<file path="config.mk">
export PLATFORM = sky130hd
export DESIGN_NAME = round_robin_dispatch
export DESIGN_NICKNAME = d
export VERILOG_FILES = /design/src/rtl/round_robin_dispatch.sv
export SDC_FILE = /design/constraint.sdc
export NUM_CORES = 1
export LEC_CHECK = 0
export CAP_MARGIN = 20
export CORE_AREA = 2 2 41 58
export DETAILED_ROUTE_END_ITERATION = 7
export DIE_AREA = 0 0 43 60
export GPL_ROUTABILITY_DRIVEN = 0
export GPL_TIMING_DRIVEN = 0
export PLACE_DENSITY = 0.75
export SYNTH_ARGS = -nofsm -noshare
export SYNTH_HDL_FRONTEND = slang
export SYNTH_SLANG_ARGS = --single-unit
</file>
<file path="constraint.sdc">
create_clock -name clk -period 2.2 [get_ports clk]
set_input_delay 0.44 -clock clk [delete_from_list [all_inputs] [get_ports clk]]
set_output_delay 0.44 -clock clk [all_outputs]
set_load 0.01 [all_outputs]
</file>
<file path="src/rtl/round_robin_dispatch.sv">
// Round-robin dispatcher: spreads one valid/ready input stream across WIDTH
// output channels, each accepted word going to the next enabled channel after
// the previous target. One-word registered output stage, 1 word/clk sustained.
module round_robin_dispatch #(
    parameter int unsigned WIDTH   = 4,
    parameter int unsigned DATA_W  = 8,
    parameter int unsigned WIDTH_W = $clog2(WIDTH)
) (
    input  logic               clk,
    input  logic               nrst,
    input  logic [WIDTH-1:0]   ch_en,
    input  logic               s_valid,
    input  logic [DATA_W-1:0]  s_data,
    output logic               s_ready,
    output logic [WIDTH-1:0]   m_valid,
    output logic [DATA_W-1:0]  m_data,
    output logic [WIDTH_W-1:0] m_sel,
    input  logic [WIDTH-1:0]   m_ready,
    output logic               busy
);

    localparam logic [WIDTH_W-1:0] LAST_IDX = WIDTH_W'(WIDTH - 1);

    logic               full_q,    full_d;
    logic [DATA_W-1:0]  m_data_q,  m_data_d;
    logic [WIDTH_W-1:0] m_sel_q,   m_sel_d;
    logic [WIDTH-1:0]   m_valid_q, m_valid_d;
    logic [WIDTH_W-1:0] ptr_q,     ptr_d;

    logic [WIDTH_W-1:0] tgt;
    logic [WIDTH_W-1:0] idx;
    logic               found;
    logic               none_en;
    logic               drain;
    logic               load;

    // Find the first enabled channel at or after ptr, wrapping explicitly so
    // non-power-of-two WIDTH never produces an out-of-range index.
    always_comb begin
        tgt   = '0;
        idx   = '0;
        found = 1'b0;
        for (int unsigned i = 0; i < WIDTH; i++) begin
            if (32'(ptr_q) + i >= WIDTH) begin
                idx = WIDTH_W'(32'(ptr_q) + i - WIDTH);
            end else begin
                idx = WIDTH_W'(32'(ptr_q) + i);
            end
            if (!found && ch_en[idx]) begin
                found = 1'b1;
                tgt   = idx;
            end
        end
    end

    assign none_en = ~|ch_en;
    // Only the ready of the channel holding the word matters.
    assign drain   = full_q & m_ready[m_sel_q];
    assign s_ready = nrst & ~none_en & (~full_q | drain);
    assign load    = s_valid & s_ready;

    // Next-state: a load overwrites the buffer (covers same-cycle drain+load),
    // a lone drain only clears the full flag and leaves data/sel/ptr alone.
    always_comb begin
        full_d    = full_q;
        m_data_d  = m_data_q;
        m_sel_d   = m_sel_q;
        m_valid_d = m_valid_q;
        ptr_d     = ptr_q;
        if (load) begin
            full_d         = 1'b1;
            m_data_d       = s_data;
            m_sel_d        = tgt;
            m_valid_d      = '0;
            m_valid_d[tgt] = 1'b1;
            ptr_d          = (tgt == LAST_IDX) ? '0 : tgt + 1'b1;
        end else if (drain) begin
            full_d    = 1'b0;
            m_valid_d = '0;
        end
    end

    // State registers with synchronous active-low reset; reset drops any held word.
    always_ff @(posedge clk) begin
        if (!nrst) begin
            full_q    <= 1'b0;
            m_data_q  <= '0;
            m_sel_q   <= '0;
            m_valid_q <= '0;
            ptr_q     <= '0;
        end else begin
            full_q    <= full_d;
            m_data_q  <= m_data_d;
            m_sel_q   <= m_sel_d;
            m_valid_q <= m_valid_d;
            ptr_q     <= ptr_d;
        end
    end

    assign m_valid = m_valid_q;
    assign m_data  = m_data_q;
    assign m_sel   = m_sel_q;
    assign busy    = full_q;

endmodule
</file>
==> flow_metrics.env, run 1 <==
export IMPL_grt_pass1_wl_mm=3.20
export IMPL_drive_gt1_share_pct=13.3
export IMPL_ir_drop_mv=0.386
export IMPL_cpMaxStageDelayCell="clkdlybuf4s50_1"
export IMPL_grt_max_degree=11
export IMPL_total_power_uw=742
export IMPL_fp_coreArea_mm2=0.00210
export IMPL_hp_start="m_data[0]$_SDFFE_PN0P_"
export IMPL_pwr_share_clk_pct=22.7
export IMPL_vias=781
export IMPL_worstSetupStartpointType="primary input"
export IMPL_outcome="finished clean"
export IMPL_whs_ns=0.450
export IMPL_ys_types=27
export IMPL_worstMarginPinSlew_ns=0.427
export IMPL_utilization_pct=58.7
export IMPL_reg2reg_depth=6
export IMPL_p_per_area_mw_per_mm2=602
export IMPL_leakage_nw=0.497
export IMPL_worstHoldEndpoint="m_data[0]$_SDFFE_PN0P_"
export IMPL_top_level_ports=35
export IMPL_slew_headroom_pct=71.5
export IMPL_ant_nets=0
export IMPL_drv_cap=0
export IMPL_finalNetCount=152
export IMPL_finalWirelength_mm=1.93
export IMPL_diodes=0
export IMPL_drt_iter0_markers=9
export IMPL_drc=0
export IMPL_crit_type="primary input to primary output"
export IMPL_path_max_fanout=4
export IMPL_row_count=20
export IMPL_hp_class="flip-flop to flip-flop"
export IMPL_clock_sinks=17
export IMPL_critPathCaptureType="primary output"
export IMPL_area_growth_syn_to_layout_pct=51.9
export IMPL_routed_via_density=5.21
export IMPL_critPathBufInv=3
export IMPL_die_w_um=43
export IMPL_cp_slowest_stage_delay_ns=0.40
export IMPL_die_height_um=60
export IMPL_yosysSeqAreaShare_pct=41.9
export IMPL_layout_common_cells="clkdlybuf4s50_1 (29), dfxtp_1 (17), nand2_1 (13)"
export IMPL_grt_setup_unrepaired="no"
export IMPL_setup_tns_ns=0
export IMPL_grt_overflow=0
export IMPL_power_frac_comb_pct=28.8
export IMPL_final_common_cell="clkdlybuf4s50_1"
export IMPL_skew_ns=0.00592
export IMPL_seq_power_share_pct=48.5
export IMPL_cts_buffer_depth=2
export IMPL_crit_chain="clkdlybuf4s50_1 > mux2_4 > a2bb2oi_4 > clkbuf_8 > and3_1 > buf_2"
export IMPL_switching_share_pct=28.3
export IMPL_final_seq_area_um2=340
export IMPL_clk_pin_slew_ns=0.09
export IMPL_syn_area_per_cell_um2=9.12
export IMPL_crit_family="buffers and inverters"
export IMPL_worst_skew_pair_late_latency_ns=0.30
export IMPL_cts_root_buf="clkbuf_4"
export IMPL_htreeDepth=1
export IMPL_detail_route_first_pass_iterations=3
export IMPL_worstPathArrival_ns=1.71
export IMPL_fill_cells=203
export IMPL_drv_slew=0
export IMPL_wl_per_cell_um=12.8
export IMPL_power_switching_uw=210
export IMPL_synthCells=89
export IMPL_numPortBuffers=33
export IMPL_max_freq_mhz=465
export IMPL_ys_ff_latch=17
export IMPL_setup_viol=0
export IMPL_r2r_end="m_valid[3]$_SDFFE_PN0P_"
export IMPL_yosysWarnings=0
export IMPL_reg2reg_from="ptr_q[1]$_SDFFE_PN0P_"
export IMPL_finalHoldViolCount=0
export IMPL_multi_input_area_um2=440
export IMPL_cts_inserted_buffers=3
export IMPL_antenna_found_initial=0
export IMPL_r2r_slack_ns=0.50
export IMPL_cts_tree="built"
export IMPL_synth_area_um2=812
export IMPL_initial_core_util_pct=38.6
export IMPL_dieArea_mm2=0.00258
export IMPL_power_internal_uw=532
export IMPL_finalCriticalPeriod_ns=2.15
export IMPL_min_path_cells=2
export IMPL_first_global_vias=760
export IMPL_post_dp_hpwl_mm=1.42
export IMPL_cp_data_required_time_ns=1.76
export IMPL_period_share_pct=97.7
export IMPL_synth_fp_nets=112
export IMPL_grt_use_total_pct=16.4
-- power groups by stage --
stage | logic (mW) | registers (mW) | clock network (mW)
after CTS | 0.216 | 0.361 | 0.173
after global placement | 0.203 | 0.365 | 0
after detailed placement | 0.207 | 0.367 | 0
final | 0.213 | 0.360 | 0.169
after floorplan | 0.0951 | 0.375 | 0
after global routing | 0.235 | 0.364 | 0.183
-- stage by stage --
stage | setup WS (ns) | instance area, µm² | cells
after global placement | -0.693 | 1170 | 144
after global routing | 0.0283 | 1230 | 150
after CTS | 0.0569 | 1230 | 150
after floorplan | 0.400 | 812 | 89
after detailed placement | -0.708 | 1170 | 144
final | 0.0510 | 1230 | 150
-- timing repair --
action | 4_1_cts | 5_1_grt
resized for setup | 13 | 0
buffers inserted | 2 | 0
hold buffers | 0 | 0
endpoints found under the setup margin | 1 | 0
endpoints found under the hold margin | 0 | 0
-- final cells by class --
cell class / instances / area share, %
inverter: 4 / 1.22
multi-input combinational: 62 / 35.7
clock buffer: 4 / 2.13
buffer: 6 / 3.85
timing repair buffer: 35 / 27.3
sequential: 17 / 27.6
tap: 22 / 2.23
-- synthesized netlist by cell type --
| library cell | n | area, µm² |
|---|---|---|
| a21boi_0 | 2 | 15.0 |
| dfxtp_1 | 17 | 340 |
| o21ai_1 | 8 | 40.0 |
| and3_4 | 1 | 11.3 |
| a21oi_1 | 3 | 15.0 |
| or4_4 | 1 | 11.3 |
| or3b_2 | 1 | 8.76 |
| clkbuf_1 | 4 | 15.0 |
| a31o_2 | 1 | 8.76 |
| nor2_1 | 1 | 3.75 |
| a21o_1 | 1 | 7.51 |
| buf_6 | 2 | 22.5 |
| a2bb2oi_1 | 1 | 8.76 |
| and2_4 | 1 | 8.76 |
| inv_1 | 4 | 15.0 |
| and3_1 | 1 | 6.26 |
| mux2i_1 | 5 | 50.1 |
| ha_1 | 4 | 50.1 |
| o221a_2 | 1 | 11.3 |
| a21boi_1 | 1 | 7.51 |
| nor2b_1 | 1 | 6.26 |
| a22o_1 | 4 | 35.0 |
| nand2_1 | 13 | 48.8 |
| nand3_1 | 8 | 40.0 |
| mux2_2 | 1 | 11.3 |
| o21a_1 | 1 | 7.51 |
| o22ai_1 | 1 | 6.26 |
-- routing by layer --
layer  GRT usage, %  wire [µm]  vias up
li1               -          -      391
met4           9.09         34        0
met2           29.0        959       24
met3           3.63        103        4
met1           18.1        829      362
met5              0          0        -
-- worst min-delay path: stages (launching register included) --
cell and delay, ns:
dfxtp_1 0.32, nand2_1 0.05, o21ai_1 0.05
-- worst max-delay path by stage --
stage                                from  slack (ns)  cells past startpoint  endpoint
floorplan           m_sel[1]$_SDFFE_PN0P_        0.40                      4   s_ready
global placement               m_ready[1]       -0.69                      6   s_ready
detailed placement             m_ready[3]       -0.71                      6   s_ready
CTS                            m_ready[1]        0.06                      6   s_ready
global route                     ch_en[0]        0.03                      4   s_ready
finish                         m_ready[1]        0.05                      6   s_ready
-- kinds of logic after synthesis --
kind of cell | share of synthesized area (%)
adder cells (fa/ha/maj) | 6.16
buffers and inverters | 6.47
AND/OR/NAND/NOR | 17.9
flip-flops | 41.9
multiplexers | 7.55
AO/OA/AOI/OAI | 20.0
-- state kept, by name, indices dropped and copies added (netlist names) --
register / flops
m_data: 8
m_valid: 4
ptr_q: 2
m_sel: 2
busy: 1
Power figures use the tool's default switching activity.
==> inputs of run 2 (changes only) <==
--- a/config.mk
+++ b/config.mk
@@ -12,6 +12,7 @@
 export GPL_ROUTABILITY_DRIVEN = 0
 export GPL_TIMING_DRIVEN = 0
 export PLACE_DENSITY = 0.75
+export SKIP_LAST_GASP = 1
 export SYNTH_ARGS = -nofsm -noshare
 export SYNTH_HDL_FRONTEND = slang
 export SYNTH_SLANG_ARGS = --single-unit
==> results of run 2 <==
Same layout as run 1: the final DEF is identical, and so are final timing and power.
